**src/rtl/fb_pkg.sv**
```systemverilog
// fb_pkg: shared AXI3 read constants and reader FSM state encoding
// Holds the burst geometry (16 beats x 4 bytes, INCR, cache 0011) used by fb_reader.
package fb_pkg;
  localparam int BURST_WORDS = 16;
  localparam logic [31:0] BURST_BYTES = 32'd64;
  localparam logic [3:0] AXI_LEN = 4'd15;
  localparam logic [2:0] AXI_SIZE = 3'b010;
  localparam logic [1:0] AXI_INCR = 2'b01;
  localparam logic [3:0] AXI_CACHE = 4'b0011;
  typedef enum logic [1:0] {IDLE, ADDR, DATA} state_t;
endpackage

```
**src/rtl/fb_reader_if.sv**
```systemverilog
// fb_reader_if: AXI3 read-address and read-data channels between fb_reader and the fpga_to_hps port
// master: reader side (drives ar*, rready); slave: memory side (drives arready, r*).
interface fb_reader_if;
  logic arvalid;
  logic arready;
  logic [7:0] arid;
  logic [31:0] araddr;
  logic [3:0] arlen;
  logic [2:0] arsize;
  logic [1:0] arburst;
  logic [3:0] arcache;
  logic [2:0] arprot;
  logic [1:0] arlock;
  logic rvalid;
  logic rready;
  logic [7:0] rid;
  logic [1:0] rresp;
  logic [31:0] rdata;
  logic rlast;
  modport master (
    output arvalid, arid, araddr, arlen, arsize, arburst, arcache, arprot, arlock, rready,
    input arready, rvalid, rid, rresp, rdata, rlast
  );
  modport slave (
    input arvalid, arid, araddr, arlen, arsize, arburst, arcache, arprot, arlock, rready,
    output arready, rvalid, rid, rresp, rdata, rlast
  );
endinterface

```
**src/rtl/fb_fifo.sv**
```systemverilog
// fb_fifo: synchronous first-word-fall-through 32-bit FIFO with occupancy count
// Ports: clk/rst, push+wdata (write), pop (read ack), rdata+valid (head word), count (occupancy).
module fb_fifo #(
  parameter int DEPTH = 64
) (
  input logic clk,
  input logic rst,
  input logic push,
  input logic [31:0] wdata,
  input logic pop,
  output logic [31:0] rdata,
  output logic valid,
  output logic [$clog2(DEPTH):0] count
);
  localparam int AW = $clog2(DEPTH);
  localparam int CW = AW + 1;
  logic [31:0] mem [DEPTH];
  logic [AW-1:0] wp, rp;
  logic do_push, do_pop;
  assign valid = count != '0;
  assign do_pop = pop & valid;
  // a pop in the same cycle frees the slot a full FIFO is being written into
  assign do_push = push & ((count != CW'(DEPTH)) | do_pop);
  assign rdata = mem[rp];
  always_ff @(posedge clk) if (do_push) mem[wp] <= wdata;
  always_ff @(posedge clk or posedge rst)
    if (rst) begin
      wp <= '0;
      rp <= '0;
      count <= '0;
    end else begin
      wp <= wp + AW'(do_push);
      rp <= rp + AW'(do_pop);
      count <= count + CW'(do_push) - CW'(do_pop);
    end
endmodule

```
**src/rtl/fb_reader.sv**
```systemverilog
// fb_reader: frame-buffer reader issuing 16-beat AXI3 INCR bursts into a pixel FIFO
// Ports: clk/rst, start+base_addr+frame_words (frame request), busy/done (status),
// pix_valid/pix_ready/pix_data (pixel stream out), bus (AXI3 read master),
// err (sticky bus error, only when FB_READER_RRESP_CHECK_EN is defined).
module fb_reader
  import fb_pkg::*;
#(
  parameter int FIFO_DEPTH = 64,
  parameter logic [7:0] ARID = 8'h00
) (
  input logic clk,
  input logic rst,
  input logic start,
  input logic [31:0] base_addr,
  input logic [19:0] frame_words,
  output logic busy,
  output logic done,
  output logic pix_valid,
  input logic pix_ready,
  output logic [31:0] pix_data,
  fb_reader_if.master bus
`ifdef FB_READER_RRESP_CHECK_EN
  ,
  output logic err
`endif
);
  localparam int CW = $clog2(FIFO_DEPTH) + 1;
  localparam logic [CW-1:0] ROOM_MAX = CW'(FIFO_DEPTH - BURST_WORDS);
  state_t state;
  logic [19:0] remaining;
  logic [3:0] beat;
  logic [CW-1:0] count;
  logic beat_in;
  logic unused;
  assign beat_in = bus.rvalid & bus.rready;
  assign bus.arid = ARID;
  assign bus.arlen = AXI_LEN;
  assign bus.arsize = AXI_SIZE;
  assign bus.arburst = AXI_INCR;
  assign bus.arcache = AXI_CACHE;
  assign bus.arprot = 3'b000;
  assign bus.arlock = 2'b00;
`ifdef FB_READER_RRESP_CHECK_EN
  assign unused = ^bus.rid;
`else
  assign unused = ^{bus.rid, bus.rresp, bus.rlast};
`endif
  fb_fifo #(.DEPTH(FIFO_DEPTH)) u_fifo (
    .clk(clk),
    .rst(rst),
    .push(beat_in),
    .wdata(bus.rdata),
    .pop(pix_ready),
    .rdata(pix_data),
    .valid(pix_valid),
    .count(count)
  );
  always_ff @(posedge clk or posedge rst)
    if (rst) begin
      state <= IDLE;
      busy <= 1'b0;
      done <= 1'b0;
      bus.arvalid <= 1'b0;
      bus.araddr <= '0;
      bus.rready <= 1'b0;
      remaining <= '0;
      beat <= '0;
`ifdef FB_READER_RRESP_CHECK_EN
      err <= 1'b0;
`endif
    end else begin
      done <= 1'b0;
      case (state)
        IDLE:
          if (start) begin
            bus.araddr <= base_addr;
            remaining <= frame_words;
            busy <= frame_words != '0;
            done <= frame_words == '0;
            state <= frame_words != '0 ? ADDR : IDLE;
`ifdef FB_READER_RRESP_CHECK_EN
            err <= 1'b0;
`endif
          end
        ADDR:
          // the burst's 16 FIFO slots are reserved before the request goes out
          if (bus.arvalid && bus.arready) begin
            bus.arvalid <= 1'b0;
            bus.araddr <= bus.araddr + BURST_BYTES;
            remaining <= remaining - 20'(BURST_WORDS);
            bus.rready <= 1'b1;
            beat <= '0;
            state <= DATA;
          end else if (count <= ROOM_MAX) bus.arvalid <= 1'b1;
        DATA:
          if (beat_in) begin
            beat <= beat + 4'd1;
`ifdef FB_READER_RRESP_CHECK_EN
            if (bus.rresp != 2'b00 || bus.rlast != (beat == AXI_LEN)) err <= 1'b1;
`endif
            if (beat == AXI_LEN) begin
              bus.rready <= 1'b0;
              state <= remaining != '0 ? ADDR : IDLE;
              busy <= remaining != '0;
              done <= remaining == '0;
            end
          end
        default: state <= IDLE;
      endcase
    end
endmodule

```
**src/flat_wrapper.sv**
```systemverilog
// flat-port wrapper written by rule: the top's interface ports become plain ports
module fb_reader_flat import fb_pkg::*;
#(
  parameter int FIFO_DEPTH = 64,
  parameter logic [7:0] ARID = 8'h00
)
  (clk, rst, start, base_addr, frame_words, busy, done, pix_valid, pix_ready, pix_data, bus_arvalid, bus_arid, bus_araddr, bus_arlen, bus_arsize, bus_arburst, bus_arcache, bus_arprot, bus_arlock, bus_rready, bus_arready, bus_rvalid, bus_rid, bus_rresp, bus_rdata, bus_rlast);
  fb_reader_if bus_i ();
  input logic clk;
  input logic rst;
  input logic start;
  input logic [31:0] base_addr;
  input logic [19:0] frame_words;
  output logic busy;
  output logic done;
  output logic pix_valid;
  input logic pix_ready;
  output logic [31:0] pix_data;
  output wire logic [$bits(bus_i.arvalid)-1:0] bus_arvalid;
  output wire logic [$bits(bus_i.arid)-1:0] bus_arid;
  output wire logic [$bits(bus_i.araddr)-1:0] bus_araddr;
  output wire logic [$bits(bus_i.arlen)-1:0] bus_arlen;
  output wire logic [$bits(bus_i.arsize)-1:0] bus_arsize;
  output wire logic [$bits(bus_i.arburst)-1:0] bus_arburst;
  output wire logic [$bits(bus_i.arcache)-1:0] bus_arcache;
  output wire logic [$bits(bus_i.arprot)-1:0] bus_arprot;
  output wire logic [$bits(bus_i.arlock)-1:0] bus_arlock;
  output wire logic [$bits(bus_i.rready)-1:0] bus_rready;
  input wire logic [$bits(bus_i.arready)-1:0] bus_arready;
  input wire logic [$bits(bus_i.rvalid)-1:0] bus_rvalid;
  input wire logic [$bits(bus_i.rid)-1:0] bus_rid;
  input wire logic [$bits(bus_i.rresp)-1:0] bus_rresp;
  input wire logic [$bits(bus_i.rdata)-1:0] bus_rdata;
  input wire logic [$bits(bus_i.rlast)-1:0] bus_rlast;
  assign bus_arvalid = bus_i.arvalid;
  assign bus_arid = bus_i.arid;
  assign bus_araddr = bus_i.araddr;
  assign bus_arlen = bus_i.arlen;
  assign bus_arsize = bus_i.arsize;
  assign bus_arburst = bus_i.arburst;
  assign bus_arcache = bus_i.arcache;
  assign bus_arprot = bus_i.arprot;
  assign bus_arlock = bus_i.arlock;
  assign bus_rready = bus_i.rready;
  assign bus_i.arready = bus_arready;
  assign bus_i.rvalid = bus_rvalid;
  assign bus_i.rid = bus_rid;
  assign bus_i.rresp = bus_rresp;
  assign bus_i.rdata = bus_rdata;
  assign bus_i.rlast = bus_rlast;
  fb_reader #(.FIFO_DEPTH(FIFO_DEPTH), .ARID(ARID)) u_core (.clk(clk), .rst(rst), .start(start), .base_addr(base_addr), .frame_words(frame_words), .busy(busy), .done(done), .pix_valid(pix_valid), .pix_ready(pix_ready), .pix_data(pix_data), .bus(bus_i));
endmodule
```
**config.mk**
```make
export PLATFORM = sky130hd
export DESIGN_NAME = fb_reader_flat
export DESIGN_NICKNAME = d
export VERILOG_FILES = /design/src/rtl/fb_pkg.sv /design/src/rtl/fb_reader_if.sv /design/src/rtl/fb_fifo.sv /design/src/rtl/fb_reader.sv /design/src/flat_wrapper.sv
export SDC_FILE = /design/constraint.sdc
export NUM_CORES = 2
export LEC_CHECK = 0
export CAP_MARGIN = 20
export CELL_PAD_IN_SITES_DETAIL_PLACEMENT = 1
export CELL_PAD_IN_SITES_GLOBAL_PLACEMENT = 2
export CORE_ASPECT_RATIO = 0.7
export CORE_MARGIN = 4
export CORE_UTILIZATION = 55
export CTS_BUF_LIST = sky130_fd_sc_hd__clkbuf_8
export DETAILED_ROUTE_END_ITERATION = 7
export GPL_TIMING_DRIVEN = 1
export PLACE_DENSITY_LB_ADDON = 0.08
export SYNTH_ARGS = -nofsm -noshare
export SYNTH_HDL_FRONTEND = slang
export SYNTH_HIERARCHICAL = 1
export SYNTH_SLANG_ARGS = --single-unit
```
**constraint.sdc**
```tcl
create_clock -name clk -period 8.15 [get_ports clk]
set_clock_uncertainty 0.15 [all_clocks]
set_input_delay 2.445 -clock clk [delete_from_list [all_inputs] [get_ports clk]]
set_output_delay 2.445 -clock clk [all_outputs]
set_load 0.01 [all_outputs]
```
=== Word level (Yosys, flattened, before mapping) ===
Memory sizes are Yosys's and may differ from the RTL's.
Cells that the tools add are included.
Widths: inputs -> output; s select.

* Flip-flop bits (word level): 81
* Bits in latches: 0
* Bits in writable memories: 2048
* Memory bits (read-only): 0
* Bits of input ports: 101
* Output and inout bits: 95
* Word-level logic and storage cells: 81
* Memories kept: 1

* $add $sub $neg: 7
* Multipliers: 0
* Divide/modulo/power cells: 0
* Order comparisons: 1
* Equality and inequality tests: 8
* Shifts and indexed selects: 0
* Multiplexer cells: 32
* Bitwise gates (word level): 4
* Reduce and logical (&&, ||, !) cells: 17

{| class="wikitable"
|+ Memories
! name !! depth !! width !! read ports !! clocked after memory_dff !! write ports !! line !! text
|-
| u_core.u_fifo.mem || 64 || 32 || 1 || 0 || 1 || fb_fifo.sv:17 || <nowiki>logic [31:0] mem [DEPTH];</nowiki>
|}

{| class="wikitable"
|+ Operator list
! cell !! number
|-
| $mux 32 || 2
|-
| $pmux 32 s2 || 1
|-
| $logic_not 20->1 || 2
|-
| $mux 20 || 2
|-
| $pmux 20 s2 || 1
|-
| $reduce_bool 20->1 || 2
|-
| $add 32x7->32 const B || 1
|-
| $sub 20x5->20 const B || 1
|-
| $mux 1 || 15
|-
| $add 6x1->6 || 2
|-
| $reduce_and 4->1 || 3
|-
| $mux 2 || 4
|-
| $mux 4 || 2
|-
| $pmux 4 s2 || 1
|-
| $reduce_bool 2->1 || 4
|-
| $add 7x1->7 || 1
|-
| $le 7x6->1 const B || 1
|-
| $ne 7x7->1 const B || 1
|-
| $reduce_bool 7->1 || 1
|-
| $sub 7x1->7 || 1
|-
| $pmux 1 s2 || 3
|-
| $pmux 2 s3 || 1
|-
| $reduce_and 3->1 || 2
|-
| $add 4x1->4 const B || 1
|-
| other kinds (10) || 14
|}

=== Depth between registers and ports, before layout ===
* Word-level depth: 6
* Gate-level depth with buffers: 16
* Gate-level depth less buffers: 16

=== Modules after synthesis ===
Netlist, hierarchy kept.

{| class="wikitable"
|+ By module, submodules not included
! module !! instances !! cells an instance !! area an instance (µm²) !! sequential area each (µm²)
|-
| fb_fifo || 1 || 3661 || 79301.1 || 61974.4
|-
| fb_reader || 1 || 460 || 3712.3 || 1551.5
|}

=== Worst setup path before layout ===
OpenSTA, ideal clock, no wires.

* Path kind: input port to flip-flop
* From: input bus_rvalid
* To: memory u_core.u_fifo.mem[62][0], enable pin
* Setup time: 421 ps
* Arrival time: 4644 ps
* Required time: 7579 ps
* Slack: 2935 ps
* Stages: 6
* Path buffers: 0
* Cells stage by stage: nand2_1 -> inv_1 -> o31a_1 -> nor2b_1 -> nand3_1 -> nor2_1

* Cells in the longest elaborated chain, start to end: 4

{| class="wikitable"
|+ Ends and longest elaborated chain
! element !! line !! text
|-
| from (decl) || flat_wrapper.sv:30 || <nowiki>input wire logic [$bits(bus_i.rvalid)-1:0] bus_rvalid;</nowiki>
|-
| $and 1x1->1 || fb_reader.sv:35 || <nowiki>assign beat_in = bus.rvalid & bus.rready;</nowiki>
|-
| net u_core.beat_in || fb_reader.sv:33 || <nowiki>logic beat_in;</nowiki>
|-
| $and 1x1->1 || fb_fifo.sv:23 || <nowiki>assign do_push = push & ((count != CW'(DEPTH)) | do_pop);</nowiki>
|-
| $mux 1 || fb_fifo.sv:25 || <nowiki>always_ff @(posedge clk) if (do_push) mem[wp] <= wdata;</nowiki>
|-
| $mux 1 (implied by the code) || fb_fifo.sv:25 ||
|-
| to (decl) || fb_fifo.sv:17 ||
|}

The timed path passes the listed nets, and every way through them passes these cells.

=== Worst setup path after layout ===
* From: register u_core.u_fifo.rp[1]
* To: output pix_data[10]

* Cells in the longest elaborated chain, start to end: 1

{| class="wikitable"
|+ Ends and longest elaborated chain
! element !! line !! text
|-
| from (decl) || fb_fifo.sv:18 || <nowiki>logic [AW-1:0] wp, rp;</nowiki>
|-
| from (signal assigned) || fb_fifo.sv:33 || <nowiki>rp <= rp + AW'(do_pop);</nowiki>
|-
| $mem_v2 64x32 || n/a ||
|-
| to (decl) || flat_wrapper.sv:18 || <nowiki>output logic [31:0] pix_data;</nowiki>
|}

No other way between the ends.

==> results.yml <==
routing:
  wl_per_cell_um: 35.5
  drt-initial-drc-count: 5736
  via_per_inst: 6.61
  dr.pass1.iters: 5
  routed-via-count: 44660
  route.detailed.drc: 0
  drtAntennaViolNets: 0
  wl_mm: 240
clock_network:
  cts_setup_buffers: 0
  worstSkewPairLatency_ps: 1030
  cts_buffers: 324
  clk_pin_slew_ps: 60
  cts_buffer_depth: 4
  hold_buffers: 0
  h-tree-depth: 5
  root_buffer: "clkbuf_8"
  cts-resized-gates: 0
  cts_tree: "done"
  cts_num_sinks: 2129
worst_hold_path:
  holdCritPathClass: "reg -> reg"
  hp-start: "u_core/bus.araddr[2]"
  holdPathStages: 2
global_routing:
  grt-ovfl-total: 0
  grt_usage: 0.306
  antenna_found_initial: 11
  grt_pass1_wl_mm: 343
  grt_pass1_vias: 45905
  grt_max_degree: 81
sta:
  maxSlewViolCount: 0
  setup_violations: 0
  finalCritPeriodShare: 0.949
  max_slew_margin: 0.185
  tns_ps: 0
  max_freq_mhz: 129
  finalHoldViolCount: 0
  tightest_slew_ps: 1220
  finalCriticalPeriod_ps: 7730
  rsz0062_at_grt: "false"
logic_synthesis:
  synth.top_cell.area_share: 0.741
  synth_area_um2: 83000
  syn_inst: 4121
  synth_area_leader_cell: "edfxtp_1"
  avgSynthCellArea_um2: 20.1
  synth_edf_count: 2048
  synth_seq_area_share: 0.765
  async_reset_ff_frac: 0.0380
  ys.flop_type: "edfxtp_1"
  yosysWarnings: 6
  synth_cell_types: 72
  ys_ff_latch: 2129
  synthTopCellsByArea: "edfxtp_1 74%, mux4_2 11%, mux2i_1 3.2%, dfrtp_1 2.4%, nand2_1 0.86%"
final_layout:
  num-fill-cells: 12378
  final_nets: 4672
  stdcell_area_um2: 93600
  area_growth_pct: 12.8
  layout_common_cells: "2,048 x edfxtp_1, 395 x mux4_2, 333 x clkbuf_8, 267 x mux2i_1, 190 x nand2_1"
  layout-drive-gt1-share: 0.231
  regArea_um2: 63500
  multi_input_area_um2: 18500
  final_common_cell: "edfxtp_1"
setup_path:
  startpoint_type: "register"
  crit_type: "reg -> out"
  startpoint: "u_core/u_fifo/rp[1]"
  worstPathArrival_ps: 5140
  critPathSlowestCell: "dfrtp_4"
  critical_path.cell_chain: "buf_4 > nand3b_1 > buf_4 > o22ai_1 > a2111oi_0 > o32ai_1 > clkdlybuf4s50_1"
  crit_cells: 7
  cp.required_ps: 5560
  critPathCapture: "pix_data[10]"
  cpMostUsedCell: "buf_4"
  cp_top_family: "buffers and inverters"
  r2r_slack_ps: 4020
  path_buf_inv: 3
  cpPeakStageDelay_ps: 930
  worstReg2RegStart: "u_core/u_fifo/count[2]"
  rr_worst_depth: 8
  end_kind: "primary output"
  worstPathMaxFanout: 32
  r2r-end: "u_core/u_fifo/mem[22][16]"
floorplanning:
  die_area_um2: 157000
  ioPinCount: 196
  dieWidth_um: 472
  core_area_um2: 149000
  start_util: 0.557
  die_height_um: 333
  rows: 118
place:
  dp_hpwl_mm: 138
  portBuffers: 158
  place_area_um2: 87600
  place_congestion: 0.779
power:
  peakVddDrop_mv: 0.291
  leakage_nw: 30.6
  power_density_nw_per_um2: 336
flow_run:
  max_cap_violations: 0
status:
  status: "completed"
-- logic make-up after synthesis --
group,after synthesis,share of synthesized area
fa+ha+maj,17,0.00265
compound gates,539,0.0452
mux,677,0.141
flops,2129,0.765
buf+inv,289,0.0194
xor+xnor,16,0.00169
other cells,2,0.0000905
simple gates,452,0.0244
-- stage by stage --
stage / utilization / hold slack, ps / power, mW / worst slack, ps / std cells
5_1_grt: 0.628 / 352 / 32.7 / 269 / 6748
6_report: 0.628 / 329 / 31.4 / 418 / 6752
3_5_place_dp: 0.588 / 320 / 23.6 / 1490 / 6185
2_1_floorplan: - / 291 / 19.4 / 2940 / 4145
3_3_place_gp: 0.588 / 309 / 23.4 / 1450 / 6184
4_1_cts: 0.625 / 336 / 31.6 / 353 / 6723
-- cell usage after synthesis (49+ instances only) --
| cell type | n |
|---|---|
| edfxtp_1 | 2048 |
| mux4_2 | 395 |
| mux2i_1 | 267 |
| nand2_1 | 190 |
| a21oi_1 | 117 |
| nor2_1 | 116 |
| clkbuf_1 | 105 |
| dfrtp_1 | 81 |
| buf_4 | 58 |
| a22oi_1 | 54 |
| o22ai_1 | 52 |
| o21ai_0 | 49 |
-- metal layers --
layer	up-vias	track usage	wire [µm]
met5	-	0	10
met4	2	0.0966	7410
met3	447	0.0587	22500
met2	2442	0.459	110000
met1	23834	0.464	100000
li1	17935	-	-
-- worst min-delay path, stage by stage, from the launching register on --
cell	delay (ps)
dfrtp_1	340
nand2_1	50
nand2_1	50
-- sequential cells by signal, summed over array words and instances, names as in the netlist --
name                 cells
u_core/busy              1
u_core/u_fifo/wp         6
u_core/state             2
u_core/beat              4
u_core/u_fifo/mem     2048
u_core/bus.araddr       32
u_core/u_fifo/rp         6
u_core/bus.rready        1
u_core/done              1
u_core/bus.arvalid       1
u_core/remaining        20
u_core/u_fifo/count      7
-- layout make-up --
class,count,share of cell area
Antenna cell,6,0.000160
Clock buffer,333,0.0490
Clock inverter,205,0.0103
Inverter,23,0.000936
Multi-Input combinational cell,1727,0.198
Sequential cell,2129,0.679
Tap cell,1980,0.0265
Timing Repair Buffer,349,0.0365
-- worst min path at each step --
stage | to
detailed placement | u_core/bus.araddr[3]
finish | u_core/bus.araddr[2]
floorplan | u_core/remaining[12]
global placement | u_core/bus.araddr[0]
CTS | u_core/bus.araddr[3]
global route | u_core/bus.araddr[3]
-- power breakdown --
part | switching [mW] | internal [mW]
registers | 0.567 | 12.6
logic | 6.15 | 4.20
clock network | 4.02 | 3.92
No activity file was read; power rests on OpenSTA's default activity.
